### src/rtl/calc_seq_arbiter.sv
// Round-robin two-requester front end for the 8-bit queue calculator: one command in flight.
// Optional macro CALC_SEQ_AUTOCLR_EN adds calc_clr and a CLEAR state that wipes a sticky calculator error.
module calc_seq_arbiter #(
    parameter int WAIT_CYCLES = 2,
    parameter int DATA_W      = 8
) (
    input  logic              clk,
    input  logic              rst,
    input  logic              req0_valid,
    output logic              req0_ready,
    input  logic [DATA_W-1:0] req0_in,
    input  logic [2:0]        req0_op,
    input  logic              req1_valid,
    output logic              req1_ready,
    input  logic [DATA_W-1:0] req1_in,
    input  logic [2:0]        req1_op,
    output logic              rsp0_valid,
    input  logic              rsp0_ready,
    output logic              rsp1_valid,
    input  logic              rsp1_ready,
    output logic [DATA_W-1:0] rsp_data,
    output logic              rsp_empty,
    output logic              rsp_err,
    output logic [DATA_W-1:0] calc_in,
    output logic [2:0]        calc_op,
    output logic              calc_apply,
    input  logic [DATA_W-1:0] calc_tail,
    input  logic              calc_empty,
    input  logic              calc_err,
`ifdef CALC_SEQ_AUTOCLR_EN
    output logic              calc_clr,
`endif
    output logic              busy
);

    typedef enum logic [2:0] {
        S_IDLE,
        S_ISSUE,
        S_WAIT,
`ifdef CALC_SEQ_AUTOCLR_EN
        S_CLEAR,
`endif
        S_RESP
    } state_t;

    localparam logic [3:0] LP_WAIT_LOAD = 4'(WAIT_CYCLES - 1);

    state_t              r_state;
    state_t              w_state_next;
    logic                r_last_grant;
    logic [3:0]          r_cnt;
    logic [DATA_W-1:0]   r_calc_in;
    logic [2:0]          r_calc_op;
    logic [DATA_W-1:0]   r_rsp_data;
    logic                r_rsp_empty;
    logic                r_rsp_err;

    logic                w_any_req;
    logic                w_grant1;
    logic                w_rsp_ready;
    logic                w_clr;

    // On a tie the requester that did not win last time takes the grant.
    assign w_any_req   = req0_valid | req1_valid;
    assign w_grant1    = req1_valid & (~req0_valid | ~r_last_grant);
    assign w_rsp_ready = r_last_grant ? rsp1_ready : rsp0_ready;

    assign calc_in   = r_calc_in;
    assign calc_op   = r_calc_op;
    assign rsp_data  = r_rsp_data;
    assign rsp_empty = r_rsp_empty;
    assign rsp_err   = r_rsp_err;
    assign busy      = (r_state != S_IDLE);

`ifdef CALC_SEQ_AUTOCLR_EN
    assign calc_clr = w_clr;
`endif

    always_comb begin
        // NOTE: every output of this block gets a default first so no path can infer a latch.
        w_state_next = r_state;
        req0_ready   = 1'b0;
        req1_ready   = 1'b0;
        rsp0_valid   = 1'b0;
        rsp1_valid   = 1'b0;
        calc_apply   = 1'b0;
        w_clr        = 1'b0;
        case (r_state)
            S_IDLE: begin
                if (w_any_req) begin
                    req0_ready   = ~w_grant1;
                    req1_ready   = w_grant1;
                    w_state_next = S_ISSUE;
                end
            end
            S_ISSUE: begin
                calc_apply   = 1'b1;
                w_state_next = S_WAIT;
            end
            S_WAIT: begin
                if (r_cnt == 4'd0) begin
                    w_state_next = S_RESP;
                end
            end
            S_RESP: begin
                rsp0_valid = ~r_last_grant;
                rsp1_valid = r_last_grant;
                if (w_rsp_ready) begin
`ifdef CALC_SEQ_AUTOCLR_EN
                    w_state_next = r_rsp_err ? S_CLEAR : S_IDLE;
`else
                    w_state_next = S_IDLE;
`endif
                end
            end
`ifdef CALC_SEQ_AUTOCLR_EN
            S_CLEAR: begin
                w_clr        = 1'b1;
                w_state_next = S_IDLE;
            end
`endif
            default: w_state_next = S_IDLE;
        endcase
    end

    always_ff @(posedge clk) begin
        // NOTE: state registers use non-blocking assignments so every flop samples pre-edge values.
        if (rst) begin
            r_state      <= S_IDLE;
            r_last_grant <= 1'b1;
            r_cnt        <= 4'd0;
            r_calc_in    <= '0;
            r_calc_op    <= 3'd0;
            r_rsp_data   <= '0;
            r_rsp_empty  <= 1'b0;
            r_rsp_err    <= 1'b0;
        end else begin
            r_state <= w_state_next;
            case (r_state)
                S_IDLE: begin
                    if (w_any_req) begin
                        r_calc_in    <= w_grant1 ? req1_in : req0_in;
                        r_calc_op    <= w_grant1 ? req1_op : req0_op;
                        r_last_grant <= w_grant1;
                    end
                end
                S_ISSUE: r_cnt <= LP_WAIT_LOAD;
                S_WAIT: begin
                    if (r_cnt == 4'd0) begin
                        r_rsp_data  <= calc_tail;
                        r_rsp_empty <= calc_empty;
                        r_rsp_err   <= calc_err;
                    end else begin
                        r_cnt <= r_cnt - 4'd1;
                    end
                end
                default: ;
            endcase
        end
    end

endmodule

### config.mk
export PLATFORM = sky130hd
export DESIGN_NAME = calc_seq_arbiter
export DESIGN_NICKNAME = d
export VERILOG_FILES = /design/src/rtl/calc_seq_arbiter.sv
export SDC_FILE = /design/constraint.sdc
export NUM_CORES = 1
export LEC_CHECK = 0
export ABC_AREA = 1
export CORE_MARGIN = 2
export CORE_UTILIZATION = 44
export CTS_CLUSTER_DIAMETER = 40
export CTS_CLUSTER_SIZE = 30
export DETAILED_ROUTE_END_ITERATION = 12
export GPL_TIMING_DRIVEN = 0
export PLACE_DENSITY = 0.83
export SYNTH_ARGS = -nofsm -noshare
export SYNTH_HDL_FRONTEND = slang
export SYNTH_SLANG_ARGS = --single-unit
### constraint.sdc
create_clock -name clk -period 3.3 [get_ports clk]
set_input_delay 0.495 -clock clk [delete_from_list [all_inputs] [get_ports clk]]
set_output_delay 0.495 -clock clk [all_outputs]
set_load 0.02 [all_outputs]
* After elaboration in Yosys (flattened, before gate mapping)
Cells that the tools add are included.
Operators by class: $add $sub $neg 1, bitwise operators 6, reduce and logical (&&, ||, !) cells 8, mux-type cells 16, eq/ne operators 7
Operator list (count):
- 3-bit two-way mux | 4
- 3-bit case mux with 4 select lines | 1
- 1-bit two-way mux | 8
- 8-bit two-way mux | 1
- 2-bit != test, second input constant | 4
- 4-bit case mux with 2 select lines | 1
- 3-bit by 2-bit equality test with 1-bit output, second input constant | 2
- 2-bit AND reduction | 3
- 4-bit zero test | 1
- 4-bit two-way mux | 1
- 4-bit by 1-bit subtractor with 4-bit output, second input constant | 1
- 3-bit by 1-bit equality test with 1-bit output, second input constant | 1
- 3-bit zero test | 1
- 1-bit inverter | 3
- 3-bit AND reduction | 1
- 3-bit nonzero test | 1
- 1-bit OR | 2
- 2-bit nonzero test | 1
- 1-bit AND | 1
Storage, ports and cells: word-level logic and storage cells 46, input port bits 38, output and inout bits 27, flip-flop bits (word level) 29

* Depth between registers and ports, before layout
depth after elaboration 6, depth in mapped cells 8, mapped depth without buffers 8

* Worst setup path after synthesis
No wires, ideal clock.
kind register to output, start point register r_state[0], end point output port req0_ready, arrival 1349 ps, data required time 2805 ps, setup slack 1456 ps, buffers on the path 1, cell stages (with the launch flop) 8, path through dfxtp_1 -> inv_1 -> ha_1 -> inv_1 -> a21oi_4 -> inv_2 -> buf_6 -> nor2_1
Between the ends: longest elaborated chain between the ends 2
Ends and longest elaborated chain:
- start, declared | line 48 | state_t r_state;
- start signal, assigned | line 138 | r_state <= w_state_next;
- 3-bit zero test | line 88 | case (r_state)
- 1-bit two-way mux | line 88
- end, declared | line 10 | output logic req0_ready,
No other way between the ends.

* Worst setup path after layout
start point input port req1_valid, end point output port req0_ready
Between the ends: longest elaborated chain between the ends 4, elaborated cells on any way between the ends 5, classes of those cells mux (2); bitwise (3)
Ends and longest elaborated chain:
- start, declared | line 13 | input logic req1_valid,
- 1-bit AND | line 65 | assign w_grant1 = req1_valid & (~req0_valid | ~r_last_grant);
- 1-bit inverter | line 91 | req0_ready = ~w_grant1;
- 1-bit two-way mux * | line 90 | if (w_any_req) begin
- 1-bit two-way mux * | line 88
Every way passes the cells marked *; elsewhere a longest branch is shown, timed or not.

==> results.md <==
- The run finished with clean final reports.
- The total setup violations reported at the end of the flow is 0.
- The combined area of all synthesized cells is 1404 µm².
- The post-detailed-placement half-perimeter wirelength is between 2 and 3 mm.
- The cell taking the most area after synthesis is sky130_fd_sc_hd__dfxtp_1.
- The instance area at placement is 2100 µm².
- Global routing used roughly 19% of the available tracks.
- Across the routed clock network, the largest skew measured is roughly 0.0022 ns.
- The endpoint type of the worst setup path is an output port.
- The starting density of the core is between 40% and 50%.
- The fill cell total of the finished layout is 256.
- Measured against its own limit, the worst slew margin works out to about three fifths.
- The Yosys warning count is 0.
- The critical path is of the in -> out type.
- The congestion estimate from routability-driven global placement came to 0.8248.
- The initialized floorplan defines 20 standard-cell rows.
- The post-route DRC violation count is 0.
- The die span in y is 60.49 µm.
- The floorplan step defined a die boundary enclosing ~3700 µm².
- After detailed routing, the met2 layer carries 1.681 mm of wire.
- The worst hold-check path type is reg -> reg.
- Summed over all nets, wire length on met3 after detailed routing comes to 144 µm.
- Buffers inserted during clock tree synthesis total 3.
- Entering global routing, the biggest net connects 17 pins.
- Data arrives at the worst endpoint at between 2 and 2.5 ns.
- The initial detailed-routing violation count is 31.
- The post-place setup slack is 0.5946 ns.
- The number of enable-type register cells in the synthesized netlist is 0.
- In the final routing, the length of wire on met1 measures 1.428 mm.
- The summed negative setup slack over all endpoints is 0 ns.
- In this run, post-CTS repair resized a total of 0 instances.
- The die is roughly 60 µm wide.
- The wire length per cell is around 11 µm.
- Synthesis produced a netlist with a net count of 238.
- Counting flops with an async set or reset pin after synthesis yields a share of 0%.
- The total power divided by cell area is 746.8 nW/µm².
- In the routed layout, each cell is associated on average with a via count of ~4.6.
- Relative to the synthesized area, the layout overhead comes to 53.30%.
- The number of buffers added to fix hold violations after cts is 0.
- The clock slew seen by the registers of the worst setup and hold paths is 0.15 ns.
- The via count of the first global-routing pass is 1,236.
- The main flop type after synthesis is sky130_fd_sc_hd__dfxtp_1.
- The global-route congestion overflow total is 0.
- The post-route antenna net violation count is 0.
- The synthesized flop and latch total is 28.
- After synthesis, the cell types taking the most area are sky130_fd_sc_hd__dfxtp_1 40%, sky130_fd_sc_hd__nand2_1 16%, sky130_fd_sc_hd__a21oi_1 7.5%, sky130_fd_sc_hd__inv_1 7.0%, sky130_fd_sc_hd__ha_1 4.5%.
- Once routing completed, OpenROAD measured the worst setup slack at a little under 0.6 ns.
- Of the cells placed in the final design, the portion with a size suffix greater than 1 is roughly a tenth.
- The placed instance count is around 300.
- Summed over all cells, the static leakage comes to just over 0.9 nW.
- Summed over its instances, the top area cell type makes up between 30 and 40% of the synthesized netlist area.
- The first global-routing pass estimated around 5.3 mm of wire.
- The worst-case IR drop observed on VDD is approximately 0.00032 V.
- In this run the deepest clock path goes through 2 buffers.
- The first-pass iteration count of the detailed router is 4.
- The number of levels in the clock H-tree is 1.
- The number of different library cells used by synthesis comes to 27.
- At the end of the flow, the number of nets in the layout was ~310.
- Once the clock tree was built, the setup fixing pass inserted 0 buffers.
- For this run, the number of standard cells in the final layout without fillers is 307.
- The routed wire length is roughly 3.3 mm.
- The worst-margin pin slew is approximately 0.63 ns.
- The region available for standard cell placement spans just over 3000 µm².
- The count of final max-slew check failures is 0.
- Hold timing on the final database bottoms out at a slack of roughly 0.45 ns.
- The minimum period implied by the final worst setup slack is roughly 2.7 ns.
- The CTS root buffer is sky130_fd_sc_hd__clkbuf_4.
- The antenna cell count is 0.
- The initial antenna violation count is 0.
- The count of mapped cells out of synthesis is 195.
- The final standard cell area without fillers is around 2200 µm².
- The count of buffers added on input and output ports is 64.
- The share of the core filled with cells in the final layout is about 70%.
- For the worst-skew pair, the clock arrives at the later sink with an insertion delay of approximately 0.34 ns.
- The part of the Yosys area used for sequential elements is between 30% and 40%.
- The top achievable clock speed is around 370 MHz.
- The count of vias placed by the detailed router is approximately 1,400.
- Of the available clock period, the critical path in the final layout requires between 80% and 90%.
- The maximum fanout along the worst path is 10.
- The top routing layer in use is met4.
- Setup repair after global routing left no endpoint under its margin.
- The count of endpoints failing hold in the final timing report came to 0.
- The CTS sink count is 28.
- The I/O pin count is 65.
- The number of max-cap violations is 0.
- At the worst endpoint, the required time is about 2.8 ns.
- The synthesized area per cell is a little over 7 µm².
- The critical path startpoint category is a primary input.
- TritonCTS built the clock tree.
- The post-route total power is 1.607 mW.
routing by layer:
layer	track usage, %	vias to the layer above
met1	23.98	613
met5	0	-
met2	33.39	40
met4	8.385	0
li1	-	748
met3	3.412	5
layout by cell type (no fill, tap or decap):
cell type and n:
sky130_fd_sc_hd__clkbuf_4 3, sky130_fd_sc_hd__o21ai_1 2, sky130_fd_sc_hd__buf_8 1, sky130_fd_sc_hd__or2_1 1, sky130_fd_sc_hd__nor2_1 6, sky130_fd_sc_hd__inv_1 26, sky130_fd_sc_hd__bufinv_16 1, sky130_fd_sc_hd__a21oi_1 21
sky130_fd_sc_hd__or2_2 1, sky130_fd_sc_hd__o21ai_0 9, sky130_fd_sc_hd__a21oi_4 1, sky130_fd_sc_hd__o211ai_1 1, sky130_fd_sc_hd__o211ai_2 1, sky130_fd_sc_hd__inv_2 3, sky130_fd_sc_hd__buf_2 2, sky130_fd_sc_hd__a21oi_2 5
sky130_fd_sc_hd__nand3_2 1, sky130_fd_sc_hd__nand2_2 6, sky130_fd_sc_hd__nand2_1 60, sky130_fd_sc_hd__nor3_1 1, sky130_fd_sc_hd__nand3_1 5, sky130_fd_sc_hd__nand4_1 3, sky130_fd_sc_hd__nand2_4 1, sky130_fd_sc_hd__clkdlybuf4s50_1 64
sky130_fd_sc_hd__xor2_1 1, sky130_fd_sc_hd__buf_6 2, sky130_fd_sc_hd__ha_1 5, sky130_fd_sc_hd__dfxtp_1 28, sky130_fd_sc_hd__clkbuf_1 1, sky130_fd_sc_hd__buf_1 1
critical path, cell delays in order:
cell	delay (ns)
sky130_fd_sc_hd__clkdlybuf4s50_1	0.54
sky130_fd_sc_hd__inv_2	0.07
sky130_fd_sc_hd__a21oi_4	0.19
sky130_fd_sc_hd__inv_2	0.08
sky130_fd_sc_hd__buf_6	0.14
sky130_fd_sc_hd__nor2_1	0.08
sky130_fd_sc_hd__clkdlybuf4s50_1	0.60
report_power, final:
| part | switching [mW] | internal (mW) |
|---|---|---|
| registers | 0.0579 | 0.440 |
| clock network | 0.105 | 0.123 |
| logic | 0.485 | 0.395 |
| total | 0.648 | 0.959 |
worst paths after layout:
| path | start | to | slack, ns | cells after the start |
|---|---|---|---|---|
| max | req1_valid | req0_ready | 0.59 | 7 |
| min | rsp_err | rsp_err | 0.45 | 2 |
| max reg2reg | r_state[0] | r_cnt[1] | 1.80 | 6 |
| min reg2reg | rsp_err | rsp_err | 0.45 | 2 |
layout make-up:
type                    instances  area [µm²]  area share, %
multi-input cells             131       679.4          31.57
flip-flops and latches         28       560.5          26.05
clock inverters                 1       30.03          1.395
clock buffers                   3       22.52          1.047
repair buffers                 64       640.6          29.77
plain buffers                   7       55.05          2.558
well taps                      44       55.05          2.558
inverters                      29       108.9          5.058
synth_stat cells, types with 3 or more instances:
library cell	count
sky130_fd_sc_hd__nand2_1	60
sky130_fd_sc_hd__ha_1	5
sky130_fd_sc_hd__nand3_1	5
sky130_fd_sc_hd__o21ai_0	9
sky130_fd_sc_hd__inv_2	3
sky130_fd_sc_hd__inv_1	26
sky130_fd_sc_hd__a21oi_2	5
sky130_fd_sc_hd__nand4_1	3
sky130_fd_sc_hd__nor2_1	6
sky130_fd_sc_hd__nand2_2	6
sky130_fd_sc_hd__dfxtp_1	28
sky130_fd_sc_hd__a21oi_1	21
state kept, by name (all words and copies together) (netlist names):
name,flops
rsp_err,1
r_last_grant,1
r_state,2
rsp_empty,1
r_cnt,4
calc_op,3
calc_in,8
rsp_data,8
kinds of logic after synthesis:
kind of cell / after synthesis / synth area share [%]
buf+inv: 36 / 11.67
simple gates: 85 / 26.20
xor+xnor: 1 / 0.6240
flops: 28 / 39.93
compound gates: 40 / 17.11
fa+ha+maj: 5 / 4.456
(Power assumes the default switching activity.)
